[src/rtl/vga_timing_pkg.sv]
// vga_timing_pkg: default 640x480@60 timing constants, counter type and window helper
// shared by the VGA sync generator and downstream pixel-rate stages.
package vga_timing_pkg;
    localparam int CNT_W      = 11;
    localparam int H_SYNC_D   = 96;
    localparam int H_BP_D     = 48;
    localparam int H_ACTIVE_D = 640;
    localparam int H_TOTAL_D  = 800;
    localparam int V_SYNC_D   = 2;
    localparam int V_BP_D     = 33;
    localparam int V_ACTIVE_D = 480;
    localparam int V_TOTAL_D  = 525;

    localparam int H_VIS_START = H_SYNC_D + H_BP_D;
    localparam int H_VIS_END   = H_VIS_START + H_ACTIVE_D;
    localparam int V_VIS_START = V_SYNC_D + V_BP_D;
    localparam int V_VIS_END   = V_VIS_START + V_ACTIVE_D;

    typedef logic [CNT_W-1:0] cnt_t;

    // Half-open window test [lo, hi), unsigned.
    function automatic logic in_range(cnt_t x, cnt_t lo, cnt_t hi);
        return (x >= lo) && (x < hi);
    endfunction
endpackage

[src/rtl/pixel_tick_gen.sv]
// pixel_tick_gen: divides the system clock down to a one-clock pixel enable
// every CLK_DIV clocks; constantly high when CLK_DIV is 1.
module pixel_tick_gen #(
    parameter int CLK_DIV = 4
) (
    input  logic clk,
    input  logic reset,
    output logic pixel_tick
);
    localparam int W = (CLK_DIV > 1) ? $clog2(CLK_DIV) : 1;

    logic [W-1:0] div_cnt_q, div_cnt_d;

    assign pixel_tick = (div_cnt_q == W'(CLK_DIV - 1));

    always_comb div_cnt_d = pixel_tick ? '0 : div_cnt_q + W'(1);

    always_ff @(posedge clk) begin
        if (!reset) div_cnt_q <= '0;
        else        div_cnt_q <= div_cnt_d;
    end
endmodule

[src/rtl/vga_sync.sv]
// vga_sync: VGA position counters with registered sync, active-video and pixel
// coordinate outputs, all aligned to the current counter values.
module vga_sync
    import vga_timing_pkg::*;
#(
    parameter int CLK_DIV  = 4,
    parameter int H_SYNC   = H_SYNC_D,
    parameter int H_BP     = H_BP_D,
    parameter int H_ACTIVE = H_ACTIVE_D,
    parameter int H_TOTAL  = H_TOTAL_D,
    parameter int V_SYNC   = V_SYNC_D,
    parameter int V_BP     = V_BP_D,
    parameter int V_ACTIVE = V_ACTIVE_D,
    parameter int V_TOTAL  = V_TOTAL_D
) (
    input  logic        clk,
    input  logic        reset,
    output logic [10:0] h_counter,
    output logic [10:0] v_counter,
    output logic        hsync,
    output logic        vsync,
    output logic        video_on,
    output logic [9:0]  pixel_x,
    output logic [9:0]  pixel_y,
    output logic        pixel_tick,
    output logic        frame_start
);
    localparam cnt_t H_S    = cnt_t'(H_SYNC);
    localparam cnt_t H_VS   = cnt_t'(H_SYNC + H_BP);
    localparam cnt_t H_VE   = cnt_t'(H_SYNC + H_BP + H_ACTIVE);
    localparam cnt_t H_LAST = cnt_t'(H_TOTAL - 1);
    localparam cnt_t V_S    = cnt_t'(V_SYNC);
    localparam cnt_t V_VS   = cnt_t'(V_SYNC + V_BP);
    localparam cnt_t V_VE   = cnt_t'(V_SYNC + V_BP + V_ACTIVE);
    localparam cnt_t V_LAST = cnt_t'(V_TOTAL - 1);

    cnt_t       h_q, h_d, v_q, v_d;
    logic       hsync_q, vsync_q, video_on_q, frame_start_q;
    logic       video_on_d, frame_start_d, h_wrap, v_wrap;
    logic [9:0] pixel_x_q, pixel_x_d, pixel_y_q, pixel_y_d;

    pixel_tick_gen #(.CLK_DIV(CLK_DIV)) u_tick (
        .clk        (clk),
        .reset      (reset),
        .pixel_tick (pixel_tick)
    );

    // Decodes use next-state counters so registered outputs line up with h_q/v_q.
    always_comb begin
        h_wrap        = (h_q == H_LAST);
        v_wrap        = (v_q == V_LAST);
        h_d           = pixel_tick ? (h_wrap ? '0 : h_q + cnt_t'(1)) : h_q;
        v_d           = (pixel_tick && h_wrap) ? (v_wrap ? '0 : v_q + cnt_t'(1)) : v_q;
        video_on_d    = in_range(h_d, H_VS, H_VE) && in_range(v_d, V_VS, V_VE);
        pixel_x_d     = video_on_d ? 10'(h_d - H_VS) : '0;
        pixel_y_d     = video_on_d ? 10'(v_d - V_VS) : '0;
        frame_start_d = pixel_tick && h_wrap && v_wrap;
    end

    always_ff @(posedge clk) begin
        if (!reset) begin
            h_q           <= '0;
            v_q           <= '0;
            hsync_q       <= 1'b0;
            vsync_q       <= 1'b0;
            video_on_q    <= 1'b0;
            pixel_x_q     <= '0;
            pixel_y_q     <= '0;
            frame_start_q <= 1'b0;
        end else begin
            h_q           <= h_d;
            v_q           <= v_d;
            hsync_q       <= (h_d >= H_S);
            vsync_q       <= (v_d >= V_S);
            video_on_q    <= video_on_d;
            pixel_x_q     <= pixel_x_d;
            pixel_y_q     <= pixel_y_d;
            frame_start_q <= frame_start_d;
        end
    end

    assign h_counter   = h_q;
    assign v_counter   = v_q;
    assign hsync       = hsync_q;
    assign vsync       = vsync_q;
    assign video_on    = video_on_q;
    assign pixel_x     = pixel_x_q;
    assign pixel_y     = pixel_y_q;
    assign frame_start = frame_start_q;
endmodule

[config.mk]
export PLATFORM = sky130hd
export DESIGN_NAME = vga_sync
export DESIGN_NICKNAME = d
export VERILOG_FILES = /design/src/rtl/vga_timing_pkg.sv /design/src/rtl/pixel_tick_gen.sv /design/src/rtl/vga_sync.sv
export SDC_FILE = /design/constraint.sdc
export NUM_CORES = 1
export LEC_CHECK = 0
export ABC_AREA = 1
export BUFFER_PORTS_ARGS = -buffer_cell sky130_fd_sc_hd__buf_2
export CORE_MARGIN = 2
export CORE_UTILIZATION = 50
export DETAILED_ROUTE_END_ITERATION = 12
export MAX_ROUTING_LAYER = met4
export PLACE_DENSITY = 0.73
export SETUP_SLACK_MARGIN = 0.05
export SLEW_MARGIN = 20
export SYNTH_ARGS = -nofsm -noshare
export SYNTH_HDL_FRONTEND = slang
export SYNTH_HIERARCHICAL = 1
export SYNTH_SLANG_ARGS = --single-unit
[constraint.sdc]
create_clock -name clk -period 3.4 [get_ports clk]
set_input_delay 0.34 -clock clk [delete_from_list [all_inputs] [get_ports clk]]
set_output_delay 0.34 -clock clk [all_outputs]
set_load 0.005 [all_outputs]
==> metrics, run 1 <==
Resized cells post-CTS=0; Least-Margin Pin Slew=0.774 ns; status=complete, no violations; Crit Reg-Reg Endpoint=pixel_y[6]; Setup CP Type=flip-flop to flip-flop; Setup Skew=0.00695 ns; Reg power frac=54.9%; CP max-delay cell=ha_1; maximum fanout along the worst path=21; crit path cell chain=ha_1 > nand2_1 > nor2_1 > nand3_1 > nand2_1 > inv_1 > nand2_1 > ha_1 > nand2_1 > nor2_1 > nand3_1 > nand3_1 > nand2_1 > nor2_2 > nand2_4 > nor2_1; Combinational Power Share=3.6%; Cell Rows=27; postcts setup bufs=0; Pwr Total=1.04 mW; switching power total=0.223 mW; Worst-path clk slew=0.09 ns; Synth Register Bits=48; Max-Slew Margin vs Limit=48.4%; largest area contributor in the netlist=dfxtp_1; reg2reg path depth=16; initial core utilization=51.3%; Iteration-0 DRC Markers=95; grt ovf=0; Mapped Nets=425; Critical Path RT=3.64 ns; DRC errors left=0; initial antenna violation count=0; Layout Nets=472; clk sinks=48; post-route ant nets=0; power per standard cell area=328 nW/µm²; CP peak stage delay=0.43 ns; Worst setup SP type=flip-flop; worst setup margin=0.863 ns; hold wc startpoint=reset; r2r setup slk=0.86 ns; maximum VDD drop=230 µV; Worst path most repeated cell=nand2_1; vias in the first global route=2387; dominant register cell in the synthesized netlist=dfxtp_1; minimum clock period=2.54 ns; hold buffer count at cts=0; TritonCTS Buffers=5; post-synth top area share=34.4%; hold depth=3; Max Slew Vio Count=0; leakage dissipation=1.72 nW; unrepaired setup endpoints after global routing=false; Worst Hold Endpoint=u_tick/div_cnt_q[0]; Final Hold Fails=0; die area=6200 µm²; Vias/cell=4.94; Yosys cell types=37; Int Pwr=0.819 mW; wire per inst=11.8 µm; Critical Path Sink Type=flip-flop; Final Cycle Share=74.6%; Commonest cells post-synth=111 x nand2_1, 59 x nor2_1, 50 x inv_1, 48 x dfxtp_1, 34 x nand3_1; Max Clk Rate=0.394 GHz; first-pass GRT wire length=10700 µm; antenna cell count=0; GPL Wtd Cong=0.938; worst-case clock buffer depth=2; Buffers on Ports=48; Total GRT Usage=22.0%; Post-DP HPWL=4970 µm; Total Routed Length=6300 µm; Clk Latency, worst-skew pair=0.30 ns; Initial DRT Pass Iterations=4; most common cell in the synthesized netlist=nand2_1; Async SR Flop Fraction=0%; Synth warnings=6; Ports=49; pre-CTS setup slack=0.869 ns; via count=2640; TNS Setup=0 ns; Die W=78.7 µm; Post-synth EDFFs=0; Syn-to-layout area delta=13.8%; cell count after synthesis=414; worst reg2reg startpoint=u_tick/div_cnt_q[0]; max cap viols=0; Sw Ratio=21.4%; syn avg cell area=6.74 µm²; clock power share=41.5%; critical path data arrival time=2.78 ns; htree depth=2; Synth area leaders=dfxtp_1 34%, nand2_1 15%, nor2_1 7.9%; # setup viols final=0; Die Y=78.7 µm; sequential-to-total area share from yosys stat=34.4%; hold crit path type=primary input to flip-flop; Filler Cells Inserted=555; ratio of cells with drive above 1 in the final layout=24.9%; Root Buffer=clkbuf_8; core footprint=5440 µm²; TritonCTS clock tree=built; synthesized cell area=2790 µm²; largest net degree at the start of global routing=25
[how the worst max path moves through the flow]
stage	startpoint	to	slack, ns	cells after the start
floorplan	u_tick/div_cnt_q[0]	pixel_y[3]	1.21	18
global placement	u_tick/div_cnt_q[0]	pixel_y[6]	0.91	16
detailed placement	u_tick/div_cnt_q[0]	pixel_y[6]	0.87	16
CTS	u_tick/div_cnt_q[0]	pixel_y[6]	0.86	16
global route	u_tick/div_cnt_q[0]	pixel_y[6]	0.56	16
finish	u_tick/div_cnt_q[0]	pixel_y[6]	0.86	16
[critical path: cells and delay by family (launching register included)]
kind / cells / cell delay [ns]
fa+ha+maj: 2 / 0.60
simple gates: 13 / 1.49
buf+inv: 1 / 0.04
flops: 1 / 0.34
[cell families after synthesis]
logic type,Yosys count,synth area share (%)
and+or+nand+nor,259,42.8
adders and majority gates,9,4.03
buffers and inverters,68,10.5
AOI/OAI and AO/OA,20,5.16
xor gates and xnor gates,10,3.14
DFF,48,34.4
[state kept, by name, summed over array words and instances, names as in the netlist]
name and cells:
h_counter 11, v_counter 11, pixel_x 10, pixel_y 10
u_tick/div_cnt_q 2, frame_start 1, hsync 1, video_on 1
vsync 1
[through the flow]
step / std cells / hold WS (ns) / utilization [%] / cell area (µm²)
2_1_floorplan: 414 / 0.397 / - / 2790
3_3_place_gp: 526 / 0.404 / 56.2 / 3050
3_5_place_dp: 526 / 0.416 / 56.2 / 3050
4_1_cts: 534 / 0.333 / 58.4 / 3180
5_1_grt: 534 / 0.335 / 58.4 / 3180
6_report: 534 / 0.333 / 58.4 / 3180
[power by group through the flow]
stage | sequential [mW] | combinational, mW | clock, mW
after CTS | 0.572 | 0.0382 | 0.443
after floorplan | 0.584 | 0.0272 | 0
after detailed placement | 0.585 | 0.0380 | 0
final | 0.572 | 0.0377 | 0.432
after global placement | 0.584 | 0.0380 | 0
after global routing | 0.573 | 0.0429 | 0.464
[routing by layer]
| layer | wire, µm | vias up | GRT usage (%) |
|---|---|---|---|
| li1 | - | 1357 | - |
| met1 | 2800 | 1202 | 26.8 |
| met2 | 3070 | 65 | 36.4 |
| met3 | 269 | 16 | 4.32 |
| met4 | 153 | 0 | 8.07 |
| met5 | 0 | - | - |
[cell usage in the layout (no fill, tap or decap), types with 2 or more instances in the layout]
cell type	instances
a21oi_1	2
buf_2	48
clkbuf_8	6
dfxtp_1	48
ha_1	9
inv_1	50
inv_2	10
nand2_1	111
nand2_2	9
nand3_1	34
nand3_2	3
nand4_1	4
nor2_1	59
nor2_2	26
nor2_4	3
nor3_1	5
o21ai_0	4
o21ai_1	2
o21ai_2	4
o21bai_1	2
xor2_1	9
[cell type report]
cell class	instances	area (µm²)	share of cell area, %
Sequential cell	48	961	30.3
Clock inverter	2	38.8	1.22
Multi-Input combinational cell	298	1540	48.4
Timing Repair Buffer	48	240	7.56
Inverter	60	225	7.09
Tap cell	72	90.1	2.84
Clock buffer	6	82.6	2.60
Power figures use the tool's default switching activity.
==> run 2: changes to the inputs <==
Settings changed: PLACE_DENSITY 0.73 to 0.75.
Clock period 3.4 ns to 2.28 ns, I/O delays scaled along.
==> run 2 against run 1 <==
Wire length up 21%. Clock power up 50%. Core utilization up 10 points. Worst setup slack worse by 0.81 ns. Via count up 11%. Hold slack worse by 0.11 ns. Total power up 52%. Cell count up 8.1%. Fmax up 14%. Global-route usage up 2.5 points. Register-to-register slack worse by 0.81 ns. Combinational power up 110%. Critical path type unchanged.
==> metrics, run 2 (synthesis gave the netlist of run 1 again) <==
worst reg2reg startpoint=h_counter[0]; ratio of cells with drive above 1 in the final layout=39.2% (+14 points); initial core utilization=51.3% (unchanged); Critical Path RT=2.49 ns (-1.15 ns); GPL Wtd Cong=1.01 (+7.7%); post-route ant nets=0 (unchanged); Vias/cell=5.07 (+2.6%); core footprint=5440 µm² (unchanged); die area=6200 µm² (unchanged); maximum VDD drop=307 µV (+34%); Ports=49 (unchanged); Die W=78.7 µm (unchanged); worst-case clock buffer depth=2 (unchanged); Setup Skew=0.00777 ns (+0.000820 ns); unrepaired setup endpoints after global routing=true; Root Buffer=clkbuf_8; Worst-path clk slew=0.09 ns (about the same); gr busiest metal=met2; final core occ=68.5% (+10 points); # setup viols final=0 (unchanged); met1 Use GR=28.0% (+1.2 points); Cell Rows=27 (unchanged); Final Hold Fails=0 (unchanged); Multi-input gate area=1740 µm² (+13%); Critical Path Start=h_counter[0]; DRC errors left=0 (unchanged); status=complete, no violations; antenna cell count=0 (unchanged); commonest non-fill, non-tap cell in the layout=nand2_1; Max Clk Rate=0.449 GHz (+14%); M2 GR Usage=42.8% (+6.4 points); Filler Cells Inserted=471 (-15%); Global Route met3 Usage=3.98% (-0.34 points); register area=970 µm² (+0.91%); Worst setup SP type=flip-flop; Least-Margin Pin Slew=0.503 ns (-0.270 ns); vias in the first global route=2659 (+11%); wire per inst=13.2 µm (+12%); Critical Path Sink Type=flip-flop; htree depth=2 (unchanged); Post-DP HPWL=5400 µm (+8.8%); Buffers on Ports=48 (unchanged); most frequent cells in the layout=101 x nand2_1, 49 x inv_1, 48 x buf_2; Total GRT Usage=24.5% (+2.5 points); grt ovf=0 (unchanged); Max Slew Vio Count=0 (unchanged); power per standard cell area=424 nW/µm² (+29%); hold wc startpoint=reset; Syn-to-layout area delta=33.4%; leakage dissipation=1.97 nW (+14%); TritonCTS Buffers=5 (unchanged); largest net degree at the start of global routing=16 (-36%); Initial DRT Pass Iterations=4 (unchanged); critical path data arrival time=2.43 ns (-0.35 ns); TritonCTS clock tree=built; Iteration-0 DRC Markers=190 (+100%); Total Routed Length=7610 µm (+21%); hold crit path type=primary input to flip-flop; via count=2928 (+11%); max cap viols=0 (unchanged); minimum clock period=2.23 ns (-0.311 ns); Pwr Total=1.58 mW (+52%); Max-Slew Margin vs Limit=66.4% (+18 points); Setup CP Type=flip-flop to flip-flop; Die Y=78.7 µm (unchanged); Final Cycle Share=97.6% (+23 points); Clk Latency, worst-skew pair=0.30 ns (about the same); maximum fanout along the worst path=7 (-67%); clk sinks=48 (unchanged); Layout Nets=515 (+9.1%); first-pass GRT wire length=11800 µm (+11%); initial antenna violation count=0 (unchanged)
-- run 2: cell count changes in the layout (fill, tap and decap cells not counted), moves of 5 or more --
cell     previous run  this run
dfxtp_2             0         7
nor2_1             59        47
nor2_2             26        33
nand2_1           111       101
dfxtp_1            48        41
nor2_4              3         8
buf_4               0        40
nand2_2             9        18
-- run 2: what timing repair did --
action / CTS / global route
cloned: 0 / 1
hold buffers: 0 / 0
resized for setup: 9 / 45
pin swaps: 4 / 17
setup endpoints to repair: 21 / 22
buffers inserted: 0 / 4
-- run 2: final cells by class --
class,count,share of cell area [%]
well taps,72,2.42
clock buffers,6,2.22
multi-input cells,299,46.6
repair buffers,90,15.6
inverters,60,6.05
flip-flops and latches,48,26.0
clock inverters,2,1.04
-- run 2: report_power, final --
| part | internal [mW] | switching [mW] | total, mW |
|---|---|---|---|
| Combinational | 0.0295 | 0.0505 | 0.0800 |
| Sequential | 0.847 | 0.00726 | 0.854 |
| Clock | 0.359 | 0.288 | 0.647 |
| Total | 1.23 | 0.346 | 1.58 |
-- run 2: final timing paths --
check / to / slack [ns] / cells after the start
max: pixel_y[8] / 0.05 / 16
min: u_tick/div_cnt_q[0] / 0.22 / 3
max reg2reg: pixel_y[8] / 0.05 / 16
min reg2reg: u_tick/div_cnt_q[0] / 0.44 / 1
-- run 2: per-stage QoR --
| stage | area (µm²) | setup TNS [ns] | std cells | worst slack (ns) | hold slack [ns] |
|---|---|---|---|---|---|
| floorplan | 2790 | 0 | 414 | 0.0906 | 0.343 |
| global placement | 3360 | 0 | 564 | 0.0241 | 0.407 |
| detailed placement | 3360 | 0 | 564 | 0.00740 | 0.417 |
| CTS | 3510 | 0 | 572 | 0.0512 | 0.213 |
| global route | 3720 | -1.53 | 577 | -0.0878 | 0.233 |
| finish | 3720 | 0 | 577 | 0.0541 | 0.219 |
-- run 2: metal layers --
metal  vias to the layer above  wire [µm]  part of all wire, %
li1                       1458          -                    -
met1                      1339       3010                   39
met3                        29        438                  5.8
met2                       102       3810                   50
met5                         -          0                    0
met4                         0        357                  4.7
-- run 2: worst max-delay path, stage by stage, from the launching register on --
cell	delay, ns
dfxtp_2	0.36
ha_4	0.14
inv_2	0.05
nor2_4	0.17
buf_4	0.15
nand4_4	0.18
nand2_2	0.14
o21ai_4	0.08
ha_4	0.17
inv_1	0.06
nand2_2	0.07
nor2_2	0.18
inv_2	0.06
nand2_1	0.09
nand3_1	0.08
nand2_1	0.10
nor2_2	0.04
==> run 3: changes to the inputs <==
Settings changed: GPL_TIMING_DRIVEN from default to 0, SYNTH_HIERARCHICAL 1 to default.
==> run 3 against run 2 <==
Area after synthesis down 1.2%. Wire length down 0.25%. Clock skew up 0.00086 ns. The flow now finishes with violations (negative setup slack). Die area down 1.1%. Hold slack worse by 0.017 ns. Synthesized cell count down 0.48%. Largest cell class unchanged. Fmax down 2.6%. Critical path depth unchanged. Design area down 1.0%. Total power down 7.7%. Non-clock buffer count down 9. Register-to-register slack worse by 0.06 ns.
==> metrics, run 3 <==
power per standard cell area=396 nW/µm² (-6.7%); r2r setup slk=-0.005 ns (-0.06 ns); Total GRT Usage=26.1% (+1.5 points); grt ovf=0 (unchanged); Clk Latency, worst-skew pair=0.31 ns (about the same); Setup Skew=0.00863 ns (+0.000858 ns); vias in the first global route=2702 (+1.6%); via count=2877 (-1.7%); Finished Cell Area=3680 µm² (-1.0%); largest family of logic cells by synthesized area=simple AND/OR/NAND/NOR gates; htree depth=2 (unchanged); post-synthesis compound-gate area fraction=3.76% (-1.4 points); hold crit path type=primary input to flip-flop; Syn-to-layout area delta=33.6%; register area=978 µm² (+0.90%); post-synthesis xor/xnor area fraction=3.17% (+0.037 points); wire per inst=13.4 µm (+1.7%); sequential-to-total area share from yosys stat=34.8% (+0.41 points); dominant register cell in the synthesized netlist=dfxtp_1; TNS Setup=-0.00459 ns (-0.00459 ns); reg2reg path depth=16 (unchanged); worst-case clock buffer depth=2 (unchanged); Cell Rows=27 (unchanged); Root Buffer=clkbuf_8; Initial DRT Pass Iterations=4 (unchanged); max cap viols=0 (unchanged); worst reg2reg startpoint=u_tick.div_cnt_q[1]; Synth warnings=0 (-6); minimum clock period=2.28 ns (+0.0587 ns); Max-Slew Margin vs Limit=68.1% (+1.7 points); maximum VDD drop=266 µV (-13%); Worst setup SP type=flip-flop; status=finished with violations; Layout Nets=504 (-2.1%); hold slack=0.202 ns (-0.0173 ns); core footprint=5410 µm² (-0.62%); DRC errors left=0 (unchanged); syn avg cell area=6.70 µm² (-0.69%); Max Slew Vio Count=0 (unchanged); hold wc startpoint=reset; largest net degree at the start of global routing=15 (-1); clk sinks=48 (unchanged); Final Hold Fails=0 (unchanged); Multi-input gate area=1780 µm² (+2.7%); Final Cycle Share=100% (+2.6 points); hold depth=2 (-1); Async SR Flop Fraction=0% (unchanged); cell count after synthesis=412 (-0.48%); Vias/cell=5.08 (+0.17%); GPL Wtd Cong=0.890 (-12%); TritonCTS clock tree=built; Crit Reg-Reg Endpoint=pixel_y[2]; Setup CP Type=flip-flop to flip-flop; Commonest cells post-synth=114 x nand2_1, 67 x nor2_1, 48 x dfxtp_1, 40 x inv_1, 34 x nand3_1; fin cells=566 (-1.9%); leakage dissipation=1.92 nW (-2.3%); maximum fanout along the worst path=10 (+3); Buffers on Ports=48 (unchanged); Ports=49 (unchanged); die area=6130 µm² (-1.1%); Worst Hold Endpoint=u_tick.div_cnt_q[1]; largest area contributor in the netlist=dfxtp_1; worst setup margin=-0.00459 ns (-0.0587 ns); most frequent cells in the layout=99 x nand2_1, 60 x nor2_1, 48 x buf_2; Filler Cells Inserted=464 (-1.5%); Die W=78.3 µm (-0.56%); simple-gate share of the synthesized area=45.5% (+2.8 points); most common cell in the synthesized netlist=nand2_1; failing checks=negative setup slack; critical path data arrival time=2.53 ns (+0.10 ns); Die Y=78.3 µm (-0.56%); ratio of cells with drive above 1 in the final layout=36.4% (-2.8 points); post-route ant nets=0 (unchanged); # setup viols final=1 (+1); Synth area leaders=dfxtp_1 35%, nand2_1 16%, nor2_1 9.1%; Adder-Cell Fraction of Synth Area=4.08% (+0.048 points); Iteration-0 DRC Markers=183 (-3.7%); Post-DP HPWL=4910 µm (-9.2%); Total Routed Length=7590 µm (-0.25%); Worst-path clk slew=0.09 ns (about the same); commonest non-fill, non-tap cell in the layout=nand2_1; antenna cell count=0 (unchanged); initial core utilization=51.0% (-0.28 points); multiplexer share of the synthesized area=0% (unchanged); Placed Area=3090 µm² (-8.2%); Max Clk Rate=0.438 GHz (-2.6%); Mapped Nets=423 (-0.47%); post-synth top area share=34.8% (+0.41 points); Least-Margin Pin Slew=0.479 ns (-0.0242 ns); first-pass GRT wire length=12400 µm (+4.7%); unrepaired setup endpoints after global routing=true; Critical Path RT=2.53 ns (+0.04 ns); Critical Path Sink Type=flip-flop; initial antenna violation count=0 (unchanged); TritonCTS Buffers=5 (unchanged); pre-CTS setup slack=-0.301 ns (-0.308 ns); Post-synth EDFFs=0 (unchanged); Yosys cell types=32 (-14%); Synth Register Bits=48 (unchanged); synthesized cell area=2760 µm² (-1.2%); Placed Cells=532 (-5.7%)
run 3: changes by cell type after synthesis, sizes merged, moves of 3 or more:
cell,change
inv,-12
nor2,+6
xor2,-3
nand4,+10
xnor2,+3
run 3: final cells by class:
class,count,area share (%)
Sequential cell,48,26.6
Buffer,7,2.07
Inverter,49,4.99
Clock inverter,2,0.272
Tap cell,72,2.44
Multi-Input combinational cell,308,48.4
Timing Repair Buffer,74,13.0
Clock buffer,6,2.24
run 3: per-layer routing:
layer	vias to the layer above	global-route usage, %	part of all wire [%]
li1	1448	-	-
met1	1296	29.8	40
met2	110	44.0	51
met3	23	5.06	6.3
met4	0	12.6	2.7
met5	-	-	0
run 3: how the worst max path moves through the flow:
| stage | from | to | slack, ns | cells past startpoint |
|---|---|---|---|---|
| CTS | u_tick.div_cnt_q[0] | pixel_y[2] | 0.04 | 17 |
| detailed placement | h_counter[0] | pixel_x[5] | -0.30 | 15 |
| finish | u_tick.div_cnt_q[1] | pixel_y[2] | -0.005 | 16 |
| global placement | h_counter[0] | pixel_y[0] | -0.23 | 15 |
| floorplan | h_counter[0] | pixel_y[8] | 0.06 | 14 |
| global route | u_tick.div_cnt_q[0] | pixel_y[2] | -0.14 | 16 |
run 3: critical path: stages (launching register included):
cell and delay, ns:
dfxtp_1 0.36, ha_4 0.15, buf_6 0.12, nand2_4 0.05
nor2_4 0.12, nand3_4 0.14, buf_8 0.18, nand2_2 0.08
o21ai_2 0.09, nor2_2 0.19, nand2_1 0.09, nor2_1 0.12
nor2_1 0.05, nand3_1 0.13, nand2_4 0.11, buf_12 0.16
nor2_2 0.08
run 3: power by group:
part | internal, mW | switching (mW) | leakage [nW]
Combinational | 0.0294 | 0.0411 | 1.48
Sequential | 0.844 | 0.00866 | 0.392
Clock | 0.243 | 0.293 | 0.0510
run 3: logic make-up after synthesis:
| kind of cell | count (synthesis) |
|---|---|
| adders and majority gates | 9 |
| AOI/OAI and AO/OA | 17 |
| and+or+nand+nor | 272 |
| buffers and inverters | 56 |
| xor gates and xnor gates | 10 |
| DFF | 48 |
run 3: what timing repair did:
item / CTS / global route
gates cloned: 2 / 0
pin swaps: 11 / 4
gates resized for setup: 58 / 20
setup buffers: 16 / 8
hold buffers: 0 / 0
setup endpoints to repair: 22 / 22
run 3: through the flow:
step | util (%) | total power [mW]
2_1_floorplan | - | 0.905
3_3_place_gp | 57.2 | 0.920
3_5_place_dp | 57.2 | 0.921
4_1_cts | 65.8 | 1.47
5_1_grt | 68.2 | 1.52
6_report | 68.2 | 1.46
